--- src/rtl/pipe_stage.sv ---
// Two-entry skid-buffered pipeline stage splitting the payload into hi/lo fields.
// Optional stall counter enabled by defining PIPE_STAGE_STATS_EN.
//
// state    | meaning
// ---------+-------------------------------
// ST_EMPTY | no entries held
// ST_ONE   | main valid, skid empty
// ST_TWO   | main and skid valid, input stalled
module pipe_stage #(
  parameter int WIDTH    = 8,
  parameter int HI_WIDTH = 4
) (
  input  logic                      clk,
  input  logic                      reset,
  input  logic                      flush,
  input  logic                      in_valid,
  output logic                      in_ready,
  input  logic [WIDTH-1:0]          in_data,
  output logic                      out_valid,
  input  logic                      out_ready,
  output logic [HI_WIDTH-1:0]       out_hi,
  output logic [WIDTH-HI_WIDTH-1:0] out_lo
`ifdef PIPE_STAGE_STATS_EN
  ,
  output logic [15:0]               stall_count
`endif
);

  localparam logic [1:0] ST_EMPTY = 2'd0;
  localparam logic [1:0] ST_ONE   = 2'd1;
  localparam logic [1:0] ST_TWO   = 2'd2;

  logic [1:0]       state_q;
  logic [1:0]       state_d;
  logic [WIDTH-1:0] main_q;
  logic [WIDTH-1:0] skid_q;
  logic             in_xfer;
  logic             out_xfer;
  logic             load_main_in;
  logic             load_main_skid;
  logic             load_skid;

  assign in_xfer  = in_valid & in_ready;
  assign out_xfer = out_valid & out_ready;

  always_comb begin
    state_d        = state_q;
    load_main_in   = 1'b0;
    load_main_skid = 1'b0;
    load_skid      = 1'b0;
    if (flush) begin
      state_d = ST_EMPTY;
    end else begin
      case (state_q)
        ST_EMPTY: begin
          if (in_xfer) begin
            load_main_in = 1'b1;
            state_d      = ST_ONE;
          end
        end
        ST_ONE: begin
          if (in_xfer && out_xfer) begin
            load_main_in = 1'b1;
          end else if (in_xfer) begin
            load_skid = 1'b1;
            state_d   = ST_TWO;
          end else if (out_xfer) begin
            state_d = ST_EMPTY;
          end
        end
        ST_TWO: begin
          if (out_xfer) begin
            load_main_skid = 1'b1;
            state_d        = ST_ONE;
          end
        end
        default: state_d = ST_EMPTY;
      endcase
    end
  end

  // Handshake flags are registered from the next state so neither depends
  // combinationally on in_valid or out_ready.
  always_ff @(posedge clk or negedge reset) begin
    if (!reset) begin
      state_q   <= ST_EMPTY;
      out_valid <= 1'b0;
      in_ready  <= 1'b0;
    end else begin
      state_q   <= state_d;
      out_valid <= (state_d != ST_EMPTY);
      in_ready  <= (state_d != ST_TWO);
    end
  end

  always_ff @(posedge clk or negedge reset) begin
    if (!reset) begin
      main_q <= '0;
      skid_q <= '0;
    end else begin
      if (load_main_in) begin
        main_q <= in_data;
      end else if (load_main_skid) begin
        main_q <= skid_q;
      end
      if (load_skid) begin
        skid_q <= in_data;
      end
    end
  end

  assign out_hi = main_q[WIDTH-1 -: HI_WIDTH];
  assign out_lo = main_q[WIDTH-HI_WIDTH-1:0];

`ifdef PIPE_STAGE_STATS_EN
  logic [15:0] stall_q;

  // Saturating; deliberately ignores flush.
  always_ff @(posedge clk or negedge reset) begin
    if (!reset) begin
      stall_q <= '0;
    end else if (out_valid && !out_ready && (stall_q != 16'hFFFF)) begin
      stall_q <= stall_q + 16'd1;
    end
  end

  assign stall_count = stall_q;
`endif

endmodule

--- config.mk ---
export PLATFORM = sky130hd
export DESIGN_NAME = pipe_stage
export DESIGN_NICKNAME = d
export VERILOG_FILES = /design/src/rtl/pipe_stage.sv
export SDC_FILE = /design/constraint.sdc
export NUM_CORES = 1
export LEC_CHECK = 0
export ABC_AREA = 0
export CORE_ASPECT_RATIO = 1.5
export CORE_UTILIZATION = 25
export DETAILED_ROUTE_END_ITERATION = 10
export GPL_TIMING_DRIVEN = 1
export PLACE_DENSITY = 0.48
export SYNTH_ARGS = -nofsm -noshare
export SYNTH_HDL_FRONTEND = slang
export SYNTH_SLANG_ARGS = --single-unit
--- constraint.sdc ---
create_clock -name clk -period 1.55 [get_ports clk]
set_input_delay 0.31 -clock clk [delete_from_list [all_inputs] [get_ports clk]]
set_output_delay 0.31 -clock clk [all_outputs]
set_load 0.1 [all_outputs]
# ---- After elaboration in Yosys (flattened, before gate mapping)
# Index checks and enable logic that the tools add are counted.
dict set report totals {
  regBits 20
  out_inout_bits 10
  elab_cells 33
  inputBits 13
}
dict set report op_classes {
  reduce_logical 4
  bitwise 2
  n_mux 19
  eq_ne 3
}
# cell count
set ops {}
lappend ops {{8-bit two-way mux} 2}
lappend ops {{2-bit two-way mux} 6}
lappend ops {{1-bit two-way mux} 9}
lappend ops {{2-bit case mux with 3 select lines} 1}
lappend ops {{2-bit nonzero test} 2}
lappend ops {{1-bit bitwise AND} 2}
lappend ops {{2-bit by 1-bit == test with 1-bit output, second input constant} 1}
lappend ops {{2-bit == test, second input constant} 1}
lappend ops {{2-bit zero test} 1}
lappend ops {{2-bit inequality test, second input constant} 1}
lappend ops {{1-bit case mux with 2 select lines} 1}
lappend ops {{1-bit logical AND} 1}

# ---- Longest topological paths before layout
# Gate-level depths: netlist (run 1).
dict set report logic_depth {
  ltp_word 7
  mapped_depth 4
  depth_no_buf 3
}

# ---- Worst setup path before layout (run 1)
# No wires, ideal clock.
dict set report synth_path {
  path_type {register to register}
  start {register in_ready}
  end {register skid_q[0]}
  arrival_ps 1732
  required_time_ps 1425
  period_less_slack_ps 1857
  slack_ps -307
  stages_incl_launch_ff 4
  setup_time_ps 125
  n_path_buf 0
  path_cell_list {dfrtp_1 and4bb_4 nand2_4 mux2_4}
}
dict set report synth_via {
  elab_chain_len 5
  word_cells_on_any_way 6
  classes_between {4 x mux; 1 x bitwise; 1 x reduce/logical}
}
# element line
set synth_rtl {}
lappend synth_rtl {{start: declaration} 17} ;# output logic in_ready,
lappend synth_rtl {{start signal: assignment} 92} ;# in_ready <= (state_d != ST_TWO);
lappend synth_rtl {{1-bit bitwise AND *} 43} ;# assign in_xfer = in_valid & in_ready;
lappend synth_rtl {{1-bit two-way mux / 1-bit logical AND (equally long branches)} {64, 62}}
lappend synth_rtl {{1-bit two-way mux *} 62} ;# if (in_xfer && out_xfer) begin
lappend synth_rtl {{1-bit two-way mux *} 54} ;# case (state_q)
lappend synth_rtl {{1-bit two-way mux *} 51} ;# if (flush) begin
lappend synth_rtl {{end signal: assignment} 107} ;# skid_q <= in_data;
lappend synth_rtl {{end: declaration} 36} ;# logic [WIDTH-1:0] skid_q;
# Mark *: on every way between the ends. The rest lies on a longest branch, timed or not.
# A chain may end at the register's enable or synchronous reset.

# ---- Worst setup path in the final report (run 1)
dict set report layout_path {
  start {input port flush}
  end {register skid_q[6]}
}
dict set report layout_via {
  elab_chain_len 1
}
# element line
set layout_rtl {}
lappend layout_rtl {{start: declaration} 15} ;# input logic flush,
lappend layout_rtl {{1-bit two-way mux} 51}
# Every way passes these cells.

==> results of run 1 <==
[kinds of logic (layout without fill, tap and decap cells)]
kind of cell | count (synthesis) | count (layout) | share of synthesized area, %
multiplexers | 8 | 8 | 12.2
buffers and inverters | 6 | 41 | 2.67
AND/OR/NAND/NOR | 28 | 28 | 20.0
XOR/XNOR | 1 | 1 | 0.890
AO/OA/AOI/OAI | 20 | 20 | 13.5
flip-flops | 20 | 20 | 50.8
[worst max-delay path, cell delays in order]
cell and delay (ns):
clkdlybuf4s50_1 0.44, and4bb_4 0.38, nand2_4 0.13, mux2_4 0.32
[path summary, 6_finish.rpt]
kind | depth (start not counted) | slack (ns) | to | from
setup / recovery | 4 | 0.1 | skid_q[6] | flush
hold / removal | 2 | 0.39 | out_valid | reset
setup reg to reg | 3 | 0.15 | skid_q[6] | state_q[1]
hold reg to reg | 1 | 0.52 | skid_q[5] | skid_q[5]
max in group asynchronous | 2 | 0.94 | in_ready | reset
min in group clk | 1 | 0.52 | skid_q[5] | skid_q[5]
[power by group]
part | total [mW] | switching [mW] | leakage, nW | internal, mW
combinational | 1.23 | 0.692 | 0.394 | 0.536
clock | 0.513 | 0.169 | 0.0357 | 0.344
sequential | 0.845 | 0.141 | 0.231 | 0.703
[through the flow]
stage	power (mW)	setup TNS [ns]	cells	worst slack (ns)
global route	2.69	0	161	0.0404
floorplan	1.60	0	83	0.00141
finish	2.59	0	161	0.0984
CTS	2.61	0	161	0.0991
detailed placement	2.08	-2.43	157	-0.172
global placement	2.08	-2.12	157	-0.150
[layout make-up]
cell class              instances  area share [%]
flip-flops and latches         20            33.1
multi-input cells              57            30.1
repair buffers                 37            28.5
well taps                      43            3.54
clock buffers                   3            2.72
clock inverters                 1            1.98
[sequential cells by signal (all words and copies together), names as in the netlist]
register   cells
state_q        2
out_valid      1
skid_q         8
main_q         8
in_ready       1
[layout by cell type, fill, tap and decap left out, types with 2 or more instances in the layout]
cell type        netlist  layout
a31oi_1                8       8
buf_12                 0      10
buf_4                  0      15
clkbuf_8               0       3
clkdlybuf4s50_1        0      12
dfrtp_1               20      18
dfrtp_2                0       2
mux2_4                 8       8
nand2_1                3       3
nand3b_1               8       8
nor3_1                 8       8
nor3b_1                2       2
o21ai_0                8       8
[metal layers]
layer	vias up	track usage [%]
met4	0	3.16
met5	-	0
li1	381	-
met1	377	17.0
met3	2	1.92
met2	17	20.0
==> reports/qor.yml, run 1 <==
worst_pin_slew_ns: 0.257
hold_ws_ns: 0.385
htree_levels: 1
cts-resized-gates: 0
vias: 777
regArea_sq_um: 503
min_period_ns: 1.45
drt-initial-drc-count: 12
hold_viol: 0
grt_pass1_vias: 800
cts_buffers: 3
hp-class: "in2async"
synth_top_cell_area_share_pct: 50.8
yosysMostFrequentCell: "dfrtp_1"
io_buffers: 22
num_rows: 27
hpwl_microns: 1720
cts_setup_buffers: 0
seq_area_frac_synth_pct: 50.8
synthArstFlopShare_pct: 100
rsz0062_at_grt: "false"
nets: 132
firstDrtPassIters: 4
antenna_found_initial: 0
synth_top_cell_by_area: "dfrtp_1"
clk_pin_slew_ns: 0.08
path_class: "in2reg"
multiInputGateArea_sq_um: 458
syn_area_per_cell_sq_um: 11.9
synth_nets: 96
max_cap_viol_count: 0
max_freq_mhz: 689
design_area_sq_mm: 0.00152
drive_gt1_share_pct: 35.6
synth_cell_types: 23
synth-main-ff-cell: "dfrtp_1"
syn_to_final_growth_pct: 54.3
drc: 0
finalClockSkew_ns: 0.00831
viasPerCell: 4.83
timing.final.crit_share_pct: 93.6
met3_length_microns: 73
clock-sinks: 20
setup_viol: 0
postPlaceCellArea_sq_mm: 0.00145
die-width_microns: 53.2
end_kind: "flip-flop"
place.gp.congestion: 0.691
max_slew_margin_pct: 82.8
fin_util_pct: 40.9
drt-total-wl_microns: 2320
ios: 23
n_antenna_cell: 0
start_kind: "input port"
synth.cell_area_sq_um: 985
fp.dieH_microns: 78.9
leakage_nw: 0.661
core_sq_mm: 0.00372
cts-root-buf: "clkbuf_8"
design.die.area_sq_mm: 0.00420
final_antenna_net_count: 0
synth-seq-cells: 20
overflow: 0
power_density_mw_per_mm2: 1700
postCtsHoldBufs: 0
ir_drop_uv: 1020
synth-edff-count: 0
drv_slew: 0
crit_fanout: 8
arrival_ns: 1.59
synthTopCellsByArea: "dfrtp_1, mux2_4, nand3b_1, a31oi_1, nor3_1"
critical_path_required_ns: 1.69
ys.warnings.count: 0
cts_tree: "built"
wl_per_cell_microns: 14.4
grt_pass1_wl_microns: 3900
synthCells: 83
cts_buffer_depth: 2
outcome: "finished clean"
grt_usage_pct: 12.5
grt_max_degree: 21
initial_core_util_pct: 26.5
routed-wl-met2_microns: 1160
met1_length_microns: 1070
fillers: 374
top_layer: "met4"
clk_latency_ns: 0.25
Power figures use the tool's default switching activity.
==> run 2, diff against run 1 <==
Settings changed: GPL_ROUTABILITY_DRIVEN set to 0.
==> results of run 2 <==
No change in the layout: final DEF, timing and power equal those of run 1.
==> run 3, diff against run 2 <==
Settings changed: CAP_MARGIN set to 20.
==> results of run 3 <==
No change in the layout: final DEF, timing and power equal those of run 1.
